**src/rtl/fifo_wr_arbiter_pkg.sv**
```systemverilog
// Shared types and constants for the FIFO write-port arbiter.
package fifo_wr_arbiter_pkg;

    typedef enum logic [0:0] {
        ST_IDLE  = 1'b0,
        ST_GRANT = 1'b1
    } arb_state_e;

    localparam int unsigned ERR_CNT_W = 8;
    localparam logic [ERR_CNT_W-1:0] ERR_CNT_MAX = '1;

endpackage

```
**src/rtl/fifo_wr_arbiter_rr_pick.sv**
```systemverilog
// Combinational round-robin picker: first set request after last_idx_i, wrapping.
module rr_pick
    import fifo_wr_arbiter_pkg::*;
#(
    parameter int unsigned NUM_REQ = 4,
    parameter int unsigned IDX_W   = 2
) (
    input  logic [NUM_REQ-1:0] req_i,
    input  logic [IDX_W-1:0]   last_idx_i,
    output logic               valid_o,
    output logic [IDX_W-1:0]   idx_o,
    output logic [NUM_REQ-1:0] onehot_o
);

    // Scan last+1 .. last+NUM_REQ so last_idx_i itself has lowest priority.
    always_comb begin
        logic [IDX_W-1:0] pos;
        valid_o  = 1'b0;
        idx_o    = '0;
        onehot_o = '0;
        pos      = '0;
        for (int unsigned k = 1; k <= NUM_REQ; k++) begin
            pos = IDX_W'((32'(last_idx_i) + k) % NUM_REQ);
            if (!valid_o && req_i[pos]) begin
                valid_o       = 1'b1;
                idx_o         = pos;
                onehot_o[pos] = 1'b1;
            end
        end
    end

endmodule

```
**src/rtl/fifo_wr_arbiter.sv**
```systemverilog
// Round-robin arbiter sharing one FIFO write port among NUM_REQ requesters,
// with bounded bursts, full-flag back-pressure and a write-error counter.
module fifo_wr_arbiter
    import fifo_wr_arbiter_pkg::*;
#(
    parameter int unsigned NUM_REQ = 4,
    parameter int unsigned WIDTH   = 8,
    parameter int unsigned BURST   = 4,
    parameter int unsigned IDX_W   = 2
) (
    input  logic                     clk_i,
    input  logic                     rst_i,
    input  logic [NUM_REQ-1:0]       req_i,
    input  logic [NUM_REQ*WIDTH-1:0] wdata_i,
    output logic [NUM_REQ-1:0]       ack_o,
    output logic [NUM_REQ-1:0]       gnt_o,
    output logic                     fifo_wr_en_o,
    output logic [WIDTH-1:0]         fifo_wdata_o,
    input  logic                     fifo_full_i,
    input  logic                     fifo_wr_error_i,
    output logic [ERR_CNT_W-1:0]     err_cnt_o
);

    localparam int unsigned BEAT_W = (BURST > 1) ? $clog2(BURST) : 1;
    localparam logic [BEAT_W-1:0] BEAT_LAST = BEAT_W'(BURST - 1);

    arb_state_e           state_q, state_d;
    logic [NUM_REQ-1:0]   gnt_q, gnt_d;
    logic [IDX_W-1:0]     gidx_q, gidx_d;
    logic [IDX_W-1:0]     last_q, last_d;
    logic [BEAT_W-1:0]    beat_q, beat_d;
    logic [ERR_CNT_W-1:0] err_q, err_d;

    logic               beat;
    logic               release_grant;
    logic [IDX_W-1:0]   pick_last;
    logic               pick_valid;
    logic [IDX_W-1:0]   pick_idx;
    logic [NUM_REQ-1:0] pick_onehot;

    // While granted, rotation starts after the current holder.
    assign pick_last = (state_q == ST_GRANT) ? gidx_q : last_q;

    rr_pick #(
        .NUM_REQ (NUM_REQ),
        .IDX_W   (IDX_W)
    ) u_rr_pick (
        .req_i      (req_i),
        .last_idx_i (pick_last),
        .valid_o    (pick_valid),
        .idx_o      (pick_idx),
        .onehot_o   (pick_onehot)
    );

    // Write-port datapath; reset and full both suppress any beat.
    always_comb begin
        beat          = (state_q == ST_GRANT) && req_i[gidx_q] && !fifo_full_i && !rst_i;
        ack_o         = beat ? gnt_q : '0;
        fifo_wr_en_o  = beat;
        fifo_wdata_o  = (state_q == ST_GRANT) ? wdata_i[32'(gidx_q)*WIDTH +: WIDTH] : '0;
        release_grant = (state_q == ST_GRANT) &&
                        (!req_i[gidx_q] || (beat && (beat_q == BEAT_LAST)));
    end

    always_comb begin
        state_d = state_q;
        gnt_d   = gnt_q;
        gidx_d  = gidx_q;
        last_d  = last_q;
        beat_d  = beat_q;
        err_d   = err_q;
        case (state_q)
            ST_IDLE: begin
                if (pick_valid) begin
                    state_d = ST_GRANT;
                    gnt_d   = pick_onehot;
                    gidx_d  = pick_idx;
                    beat_d  = '0;
                end
            end
            ST_GRANT: begin
                if (release_grant) begin
                    last_d = gidx_q;
                    beat_d = '0;
                    if (pick_valid) begin
                        gnt_d  = pick_onehot;
                        gidx_d = pick_idx;
                    end else begin
                        state_d = ST_IDLE;
                        gnt_d   = '0;
                    end
                end else if (beat) begin
                    beat_d = beat_q + BEAT_W'(1);
                end
            end
            default: begin
                state_d = ST_IDLE;
                gnt_d   = '0;
            end
        endcase
        if (fifo_wr_error_i && (err_q != ERR_CNT_MAX)) begin
            err_d = err_q + ERR_CNT_W'(1);
        end
    end

    always_ff @(posedge clk_i) begin
        if (rst_i) begin
            state_q <= ST_IDLE;
            gnt_q   <= '0;
            gidx_q  <= '0;
            last_q  <= IDX_W'(NUM_REQ - 1);
            beat_q  <= '0;
            err_q   <= '0;
        end else begin
            state_q <= state_d;
            gnt_q   <= gnt_d;
            gidx_q  <= gidx_d;
            last_q  <= last_d;
            beat_q  <= beat_d;
            err_q   <= err_d;
        end
    end

    assign gnt_o     = gnt_q;
    assign err_cnt_o = err_q;

endmodule

```
**config.mk**
```make
export PLATFORM = sky130hd
export DESIGN_NAME = fifo_wr_arbiter
export DESIGN_NICKNAME = d
export VERILOG_FILES = /design/src/rtl/fifo_wr_arbiter_pkg.sv /design/src/rtl/fifo_wr_arbiter_rr_pick.sv /design/src/rtl/fifo_wr_arbiter.sv
export SDC_FILE = /design/constraint.sdc
export NUM_CORES = 1
export LEC_CHECK = 0
export CAP_MARGIN = 20
export CORE_UTILIZATION = 48
export DETAILED_ROUTE_END_ITERATION = 16
export GPL_TIMING_DRIVEN = 0
export PLACE_DENSITY = 0.86
export SETUP_SLACK_MARGIN = 0.1
export SYNTH_ARGS = -nofsm -noshare
export SYNTH_HDL_FRONTEND = slang
export SYNTH_SLANG_ARGS = --single-unit
```
**constraint.sdc**
```tcl
create_clock -name clk_i -period 3.6 [get_ports clk_i]
set_input_delay 0.72 -clock clk_i [delete_from_list [all_inputs] [get_ports clk_i]]
set_output_delay 0.72 -clock clk_i [all_outputs]
set_load 0.01 [all_outputs]
```
# ---- Yosys cells after proc, flatten, opt, wreduce, memory -nomap -nowiden
# Cells that the tools add are included.
dict set report totals {
  ff_bits 19
  wordCells 101
  inputBits 40
  out_inout_bits 25
}
dict set report op_classes {
  shifts 1
  n_mux 47
  order_cmp 9
  eq_ne 5
  n_bitwise 4
  add_sub_neg 6
  n_reduce_logical 23
}
# operator n
set op_table {}
lappend op_table {{4-bit two-way mux} 8}
lappend op_table {{32-bit by 6-bit indexed part select with 8-bit output} 1}
lappend op_table {{2-bit two-way mux} 10}
lappend op_table {{2-bit by 3-bit less-than comparator with 1-bit output (second input constant)} 5}
lappend op_table {{1-bit two-way mux} 15}
lappend op_table {{1-bit logical AND} 13}
lappend op_table {{4-bit OR} 3}
lappend op_table {{1-bit binary-select mux with 2-bit select} 5}
lappend op_table {{8-bit by 1-bit adder with 8-bit output (second input constant)} 1}
lappend op_table {{1-bit demux with 2-bit select} 4}
lappend op_table {{2-bit by 1-bit >= comparator with 1-bit output (second input constant)} 4}
lappend op_table {{8-bit two-way mux} 1}
lappend op_table {{8-bit != test (second input constant)} 1}
lappend op_table {{2-bit case mux with 2 select lines} 2}
lappend op_table {{4-bit case mux with 2 select lines} 1}
lappend op_table {{2-bit by 1-bit adder with 2-bit output (second input constant)} 3}
lappend op_table {{1-bit logical NOT} 6}
lappend op_table {{2-bit AND reduction} 3}
lappend op_table {{2-bit adder (second input constant)} 2}
lappend op_table {{3-bit by 2-bit != test with 1-bit output (second input constant)} 1}
lappend op_table {{2-bit == test (second input constant)} 1}
lappend op_table {{2-bit by 1-bit != test with 1-bit output (second input constant)} 1}
lappend op_table {{2-bit != test (second input constant)} 1}
lappend op_table {{1-bit case mux with 2 select lines} 1}
lappend op_table {{other kinds (2)} 2}

# ---- Depth between registers and ports, before layout
dict set report logic_depth {
  depth_word 17
  ltp_mapped 10
}

# ---- Hierarchy
# Synthesis repeated with hierarchy kept, for this count alone.
dict set report hier_totals {
  cells_unflattened 191
  hier_area_um2 1776.7
}
# mod seq_area_each_um2 area_each_um2 n_inst cells_each
set modules_own_cells {}
lappend modules_own_cells {fifo_wr_arbiter 380.4 1275.0 1 130}
lappend modules_own_cells {rr_pick 0.0 501.7 1 61}

# ---- Worst setup path after synthesis
# No wires, ideal clock.
dict set report synth_timing {
  path_kind {register -> register}
  start {register state_q}
  end {register gnt_q[2], in the netlist gnt_o[2]}
  setup_time_ps 86
  required_ps 3514
  path_stages_with_launch 11
  arrival_time_ps 2391
  n_path_buf 2
  setup_slack_ps 1123
  cell_sequence {dfxtp_1 > buf_6 > mux2i_2 > ha_1 > buf_1 > mux2i_1 > or2_2 > a2bb2oi_1 > o21ai_0 > mux2i_1 > a211oi_1}
}
dict set report synth_via {
  elab_chain_cells 17
}
# item line_no
set synth_rtl {}
lappend synth_rtl {{start: declaration} fifo_wr_arbiter.sv:27} ;# arb_state_e state_q, state_d;
lappend synth_rtl {{start signal: assignment} fifo_wr_arbiter.sv:115} ;# state_q <= state_d;
lappend synth_rtl {{parallel branches: the longest is 17 deep, another holds 2-bit by 3-bit less-than comparator with 1-bit output} n/a}
lappend synth_rtl {{end signal: assignment} fifo_wr_arbiter.sv:116} ;# gnt_q <= gnt_d;
lappend synth_rtl {{end: declaration} fifo_wr_arbiter.sv:28} ;# logic [NUM_REQ-1:0] gnt_q, gnt_d;
# Parallel ways; which one is timed is not known. The select of a mux whose other input is x is not followed.
# A chain may end at the register's enable or synchronous reset.

# ---- Worst setup path in the final report
dict set report layout_timing {
  start {input port req_i[3]}
  end {output port ack_o[1]}
}
dict set report layout_via {
  elab_chain_cells 6
}
# item line_no
set layout_rtl {}
lappend layout_rtl {{start: declaration} fifo_wr_arbiter.sv:13} ;# input logic [NUM_REQ-1:0] req_i,
lappend layout_rtl {{1-bit binary-select mux with 2-bit select} fifo_wr_arbiter.sv:57} ;# beat = (state_q == ST_GRANT) && req_i[gidx_q] && !fifo_full_i && !rst_i;
lappend layout_rtl {{1-bit two-way mux (not written as such)} fifo_wr_arbiter.sv:57}
lappend layout_rtl {{1-bit logical AND (3 in series)} fifo_wr_arbiter.sv:57}
lappend layout_rtl {{4-bit two-way mux} fifo_wr_arbiter.sv:58} ;# ack_o = beat ? gnt_q : '0;
lappend layout_rtl {{end: declaration} fifo_wr_arbiter.sv:15} ;# output logic [NUM_REQ-1:0] ack_o,
# Every way passes these cells. The select of a mux whose other input is x is not followed.

==> run_summary.xml <==
<?xml version="1.0" encoding="UTF-8"?>
<metrics>
  <group name="floorplan">
    <metric name="die_area" unit="um2">3760</metric>
    <metric name="i_o_pin_total" unit="">65</metric>
    <metric name="die_y" unit="um">61.3</metric>
    <metric name="initial_utilization" unit="%">50.3</metric>
    <metric name="placementRows" unit="">21</metric>
    <metric name="die_w" unit="um">61.3</metric>
    <metric name="core_region_area" unit="um2">3360</metric>
  </group>
  <group name="route">
    <metric name="avgViaCountPerCell" unit="">5.57</metric>
    <metric name="route.detailed.drc" unit="">0</metric>
    <metric name="drt_pre_antenna_iters" unit="">4</metric>
    <metric name="ant_nets" unit="">0</metric>
    <metric name="wl" unit="mm">4.32</metric>
    <metric name="dr_total_vias" unit="">1721</metric>
    <metric name="initial_drt_markers" unit="">84</metric>
    <metric name="avgRoutedWirePerCell" unit="um">14.0</metric>
  </group>
  <group name="synth">
    <metric name="synth_top_cells_by_area" unit="">dfxtp_1 (23%), mux4_2 (13%), ha_1 (7.4%)</metric>
    <metric name="syn-instance-count" unit="">195</metric>
    <metric name="synth.most_common_cell" unit="">dfxtp_1</metric>
    <metric name="synth_seq_cells" unit="">19</metric>
    <metric name="synth_top_cell_by_area" unit="">dfxtp_1</metric>
    <metric name="synthesis.nets" unit="">245</metric>
    <metric name="synthesis.area" unit="um2">1690</metric>
    <metric name="sequential_fraction_of_the_synthesis_area" unit="%">22.5</metric>
    <metric name="list_of_most_frequent_post_synthesis_cells" unit="">dfxtp_1 (19), nand2_1 (18), nor2_1 (18), and2_1 (13), a21oi_1 (12)</metric>
    <metric name="syn-mean-instance-area" unit="um2">8.67</metric>
    <metric name="ys_warn_count" unit="">0</metric>
    <metric name="post_synth_edffs" unit="">0</metric>
    <metric name="ys_async_sr_fraction" unit="%">0</metric>
    <metric name="synth.top_cell.area_share" unit="%">22.5</metric>
    <metric name="synthFlopType" unit="">dfxtp_1</metric>
    <metric name="synth_cell_types" unit="">42</metric>
  </group>
  <group name="finish">
    <metric name="signed_area_change_from_the_synthesized_netlist_to_the_final_layout" unit="%">42.9</metric>
    <metric name="drive_gt1_share" unit="%">8.37</metric>
    <metric name="area_of_all_placed_cells_without_fillers" unit="um2">2420</metric>
    <metric name="finish.utilization" unit="%">71.8</metric>
    <metric name="num-fill-cells" unit="">266</metric>
    <metric name="final_net_count" unit="">314</metric>
    <metric name="antenna_cells_inserted" unit="">0</metric>
  </group>
  <group name="clocking">
    <metric name="cts_tree" unit="">done</metric>
    <metric name="cts.sink_count" unit="">19</metric>
    <metric name="post_cts.resized_instances" unit="">0</metric>
    <metric name="ctsHoldBuffers" unit="">0</metric>
    <metric name="cts_max_level" unit="">1</metric>
    <metric name="cts.reportedPaths.clkPinSlew" unit="ps">110</metric>
    <metric name="clockBufferDepth" unit="">2</metric>
    <metric name="cts_post_setup_buffers_inserted" unit="">0</metric>
    <metric name="clock_buffers_created_by_tritoncts" unit="">3</metric>
    <metric name="cts_root_cell" unit="">clkbuf_4</metric>
    <metric name="worstSkewPairLatency" unit="ps">300</metric>
  </group>
  <group name="grt">
    <metric name="first_global_vias" unit="">1543</metric>
    <metric name="grt_max_degree" unit="">14</metric>
    <metric name="gr-total-overflow" unit="">0</metric>
    <metric name="grt_use_met2" unit="%">41.9</metric>
    <metric name="grt_antenna_before_repair" unit="">0</metric>
    <metric name="grt_first_pass_wirelength" unit="mm">6.62</metric>
    <metric name="grt.met1_usage" unit="%">27.1</metric>
    <metric name="grt_util_met3" unit="%">4.20</metric>
    <metric name="track_usage" unit="%">23.0</metric>
    <metric name="grt.busiest_layer" unit="">met2</metric>
  </group>
  <group name="sta">
    <metric name="finalHoldViolations" unit="">0</metric>
    <metric name="finalMaxSlewViolations" unit="">0</metric>
    <metric name="setup_violations" unit="">0</metric>
    <metric name="tcrit_tclk_final" unit="%">93.0</metric>
    <metric name="fmax" unit="MHz">299</metric>
    <metric name="timing.clock.skew" unit="ps">3.01</metric>
    <metric name="finalCriticalPeriod" unit="ps">3350</metric>
    <metric name="max_slew_margin" unit="%">45.1</metric>
    <metric name="setup_repair_after_global_routing_missed_its_margin" unit="">no</metric>
    <metric name="fin_tns_setup" unit="ps">0</metric>
    <metric name="worst_pin_slew" unit="ps">813</metric>
  </group>
  <group name="setup_path">
    <metric name="worst_ep_required_time" unit="ps">2880</metric>
    <metric name="cp_slowest_stage_delay" unit="ps">540</metric>
    <metric name="crit_buf_inv" unit="">2</metric>
    <metric name="kind_of_critical_path" unit="">input port to output port</metric>
    <metric name="element_type_at_the_critical_path_end" unit="">output port</metric>
    <metric name="startpoint_of_the_worst_slack_reg_to_reg_timing_path" unit="">state_q</metric>
    <metric name="r2r.worst_path.cells" unit="">10</metric>
    <metric name="critPathMaxFanout" unit="">5</metric>
    <metric name="timing.critical_path.cells" unit="">clkdlybuf4s50_1 &gt; mux4_2 &gt; and3_1 &gt; and2_1 &gt; clkdlybuf4s50_1</metric>
    <metric name="worst_ep_arrival_time" unit="ps">2630</metric>
    <metric name="worst_setup_path_start_kind" unit="">input port</metric>
    <metric name="timing.critical_path.max_delay_family" unit="">buffers and inverters</metric>
    <metric name="worst-r2r-setup-slack" unit="ps">700</metric>
    <metric name="critPathSlowestCell" unit="">mux4_2</metric>
    <metric name="worst_r2r_endpoint" unit="">gnt_o[0]</metric>
    <metric name="path_common_cell" unit="">clkdlybuf4s50_1</metric>
  </group>
  <group name="place">
    <metric name="gp_congestion" unit="">0.828</metric>
    <metric name="place.port_buffers" unit="">64</metric>
    <metric name="detailedPlacementHpwl" unit="mm">3.41</metric>
    <metric name="placement.cell_area" unit="um2">2390</metric>
  </group>
  <group name="min_path">
    <metric name="hold_worst_path_end" unit="">beat_q[1]</metric>
    <metric name="whs_path_depth" unit="">2</metric>
    <metric name="class_of_the_tightest_hold_or_removal_check" unit="">flop to flop</metric>
    <metric name="hold_start" unit="">beat_q[1]</metric>
  </group>
  <group name="power">
    <metric name="p_int" unit="mW">0.586</metric>
    <metric name="static-leakage-power" unit="nW">0.902</metric>
    <metric name="netSwitchingPower" unit="mW">0.375</metric>
    <metric name="power_dens_cells" unit="nW/um2">398</metric>
    <metric name="clock_power_share" unit="%">11.6</metric>
    <metric name="combPwrFrac" unit="%">60.2</metric>
    <metric name="seq_power_share" unit="%">28.2</metric>
    <metric name="ir_worst_vdd" unit="mV">0.239</metric>
    <metric name="switching_share" unit="%">39.0</metric>
  </group>
  <group name="status">
    <metric name="result_of_the_run" unit="">complete, no violations</metric>
  </group>
  <group name="run">
    <metric name="maxCapViolations" unit="">0</metric>
  </group>
</metrics>
[tightest hold or removal path: cells and delay by family, from the launching register on]
family / cells / cell delay (ps)
flops: 1 / 330
simple gates: 1 / 60
compound gates: 1 / 60
[cell families (layout without fill, tap and decap cells)]
logic type      count (synthesis)  count (layout)  share of synthesized area [%]
compound gates                 42              42                           16.2
xor+xnor                        5               5                           2.59
fa+ha+maj                      10              10                           7.40
buf+inv                        20              88                           5.48
flops                          19              19                           22.5
mux                            22              22                           22.4
simple gates                   77              77                           23.4
[layout by cell type, fill, tap and decap left out, types with 3 or more instances in the layout]
master / instances
a211oi_1: 5
a21oi_1: 12
a22oi_1: 5
and2_1: 13
and3_1: 3
clkbuf_1: 8
clkbuf_4: 3
clkdlybuf4s50_1: 64
dfxtp_1: 19
ha_1: 10
inv_1: 7
mux2i_1: 8
mux4_2: 10
nand2_1: 18
nand3_1: 5
nand4_1: 3
nor2_1: 18
nor2b_1: 4
nor3b_1: 3
o211ai_1: 3
o21ai_0: 8
or3_1: 4
xor2_1: 4
[metal layers]
metal / part of all wire, % / wire length [um]
met5: 0 / 0
met4: 0.83 / 36
met3: 7.3 / 316
met1: 42 / 1800
met2: 50 / 2160
[flip-flops by register name, summed over array words and instances, names as in the netlist]
name / cells
err_cnt_o: 8
gnt_o: 4
state_q: 1
gidx_q: 2
last_q: 2
beat_q: 2
[power groups by stage]
stage / sequential (mW) / combinational, mW / clock, mW
after floorplan: 0.274 / 0.395 / 0
after global placement: 0.273 / 0.565 / 0
after detailed placement: 0.275 / 0.580 / 0
after CTS: 0.270 / 0.581 / 0.113
after global routing: 0.275 / 0.639 / 0.121
final: 0.270 / 0.579 / 0.111
[metrics by stage]
stage	instances	power (mW)	setup slack (ps)	hold WS, ps
3_3_place_gp	305	0.838	302	446
2_1_floorplan	195	0.670	1120	436
3_5_place_dp	305	0.855	285	460
5_1_grt	309	1.04	114	527
4_1_cts	309	0.964	245	476
6_report	309	0.961	251	489
[worst max path at each step]
| stage | startpoint | to | cells after the start |
|---|---|---|---|
| 2_1_floorplan | state_q | gnt_o[2] | 10 |
| 3_3_place_gp | req_i[3] | ack_o[1] | 5 |
| 3_5_place_dp | req_i[3] | ack_o[1] | 5 |
| 4_1_cts | gidx_q[0] | fifo_wdata_o[7] | 4 |
| 5_1_grt | gidx_q[0] | fifo_wdata_o[1] | 4 |
| 6_report | req_i[3] | ack_o[1] | 5 |
[layout make-up]
cell class              instances  area, um2  share of cell area [%]
flip-flops and latches         19        380                    15.7
multi-input cells             156       1220                    50.4
plain buffers                  12       60.1                    2.49
repair buffers                 64        641                    26.5
well taps                      46       57.6                    2.38
clock buffers                   3       22.5                   0.932
clock inverters                 1       5.00                   0.207
inverters                       8       32.5                    1.35
No activity file was read; power rests on OpenSTA's default activity.
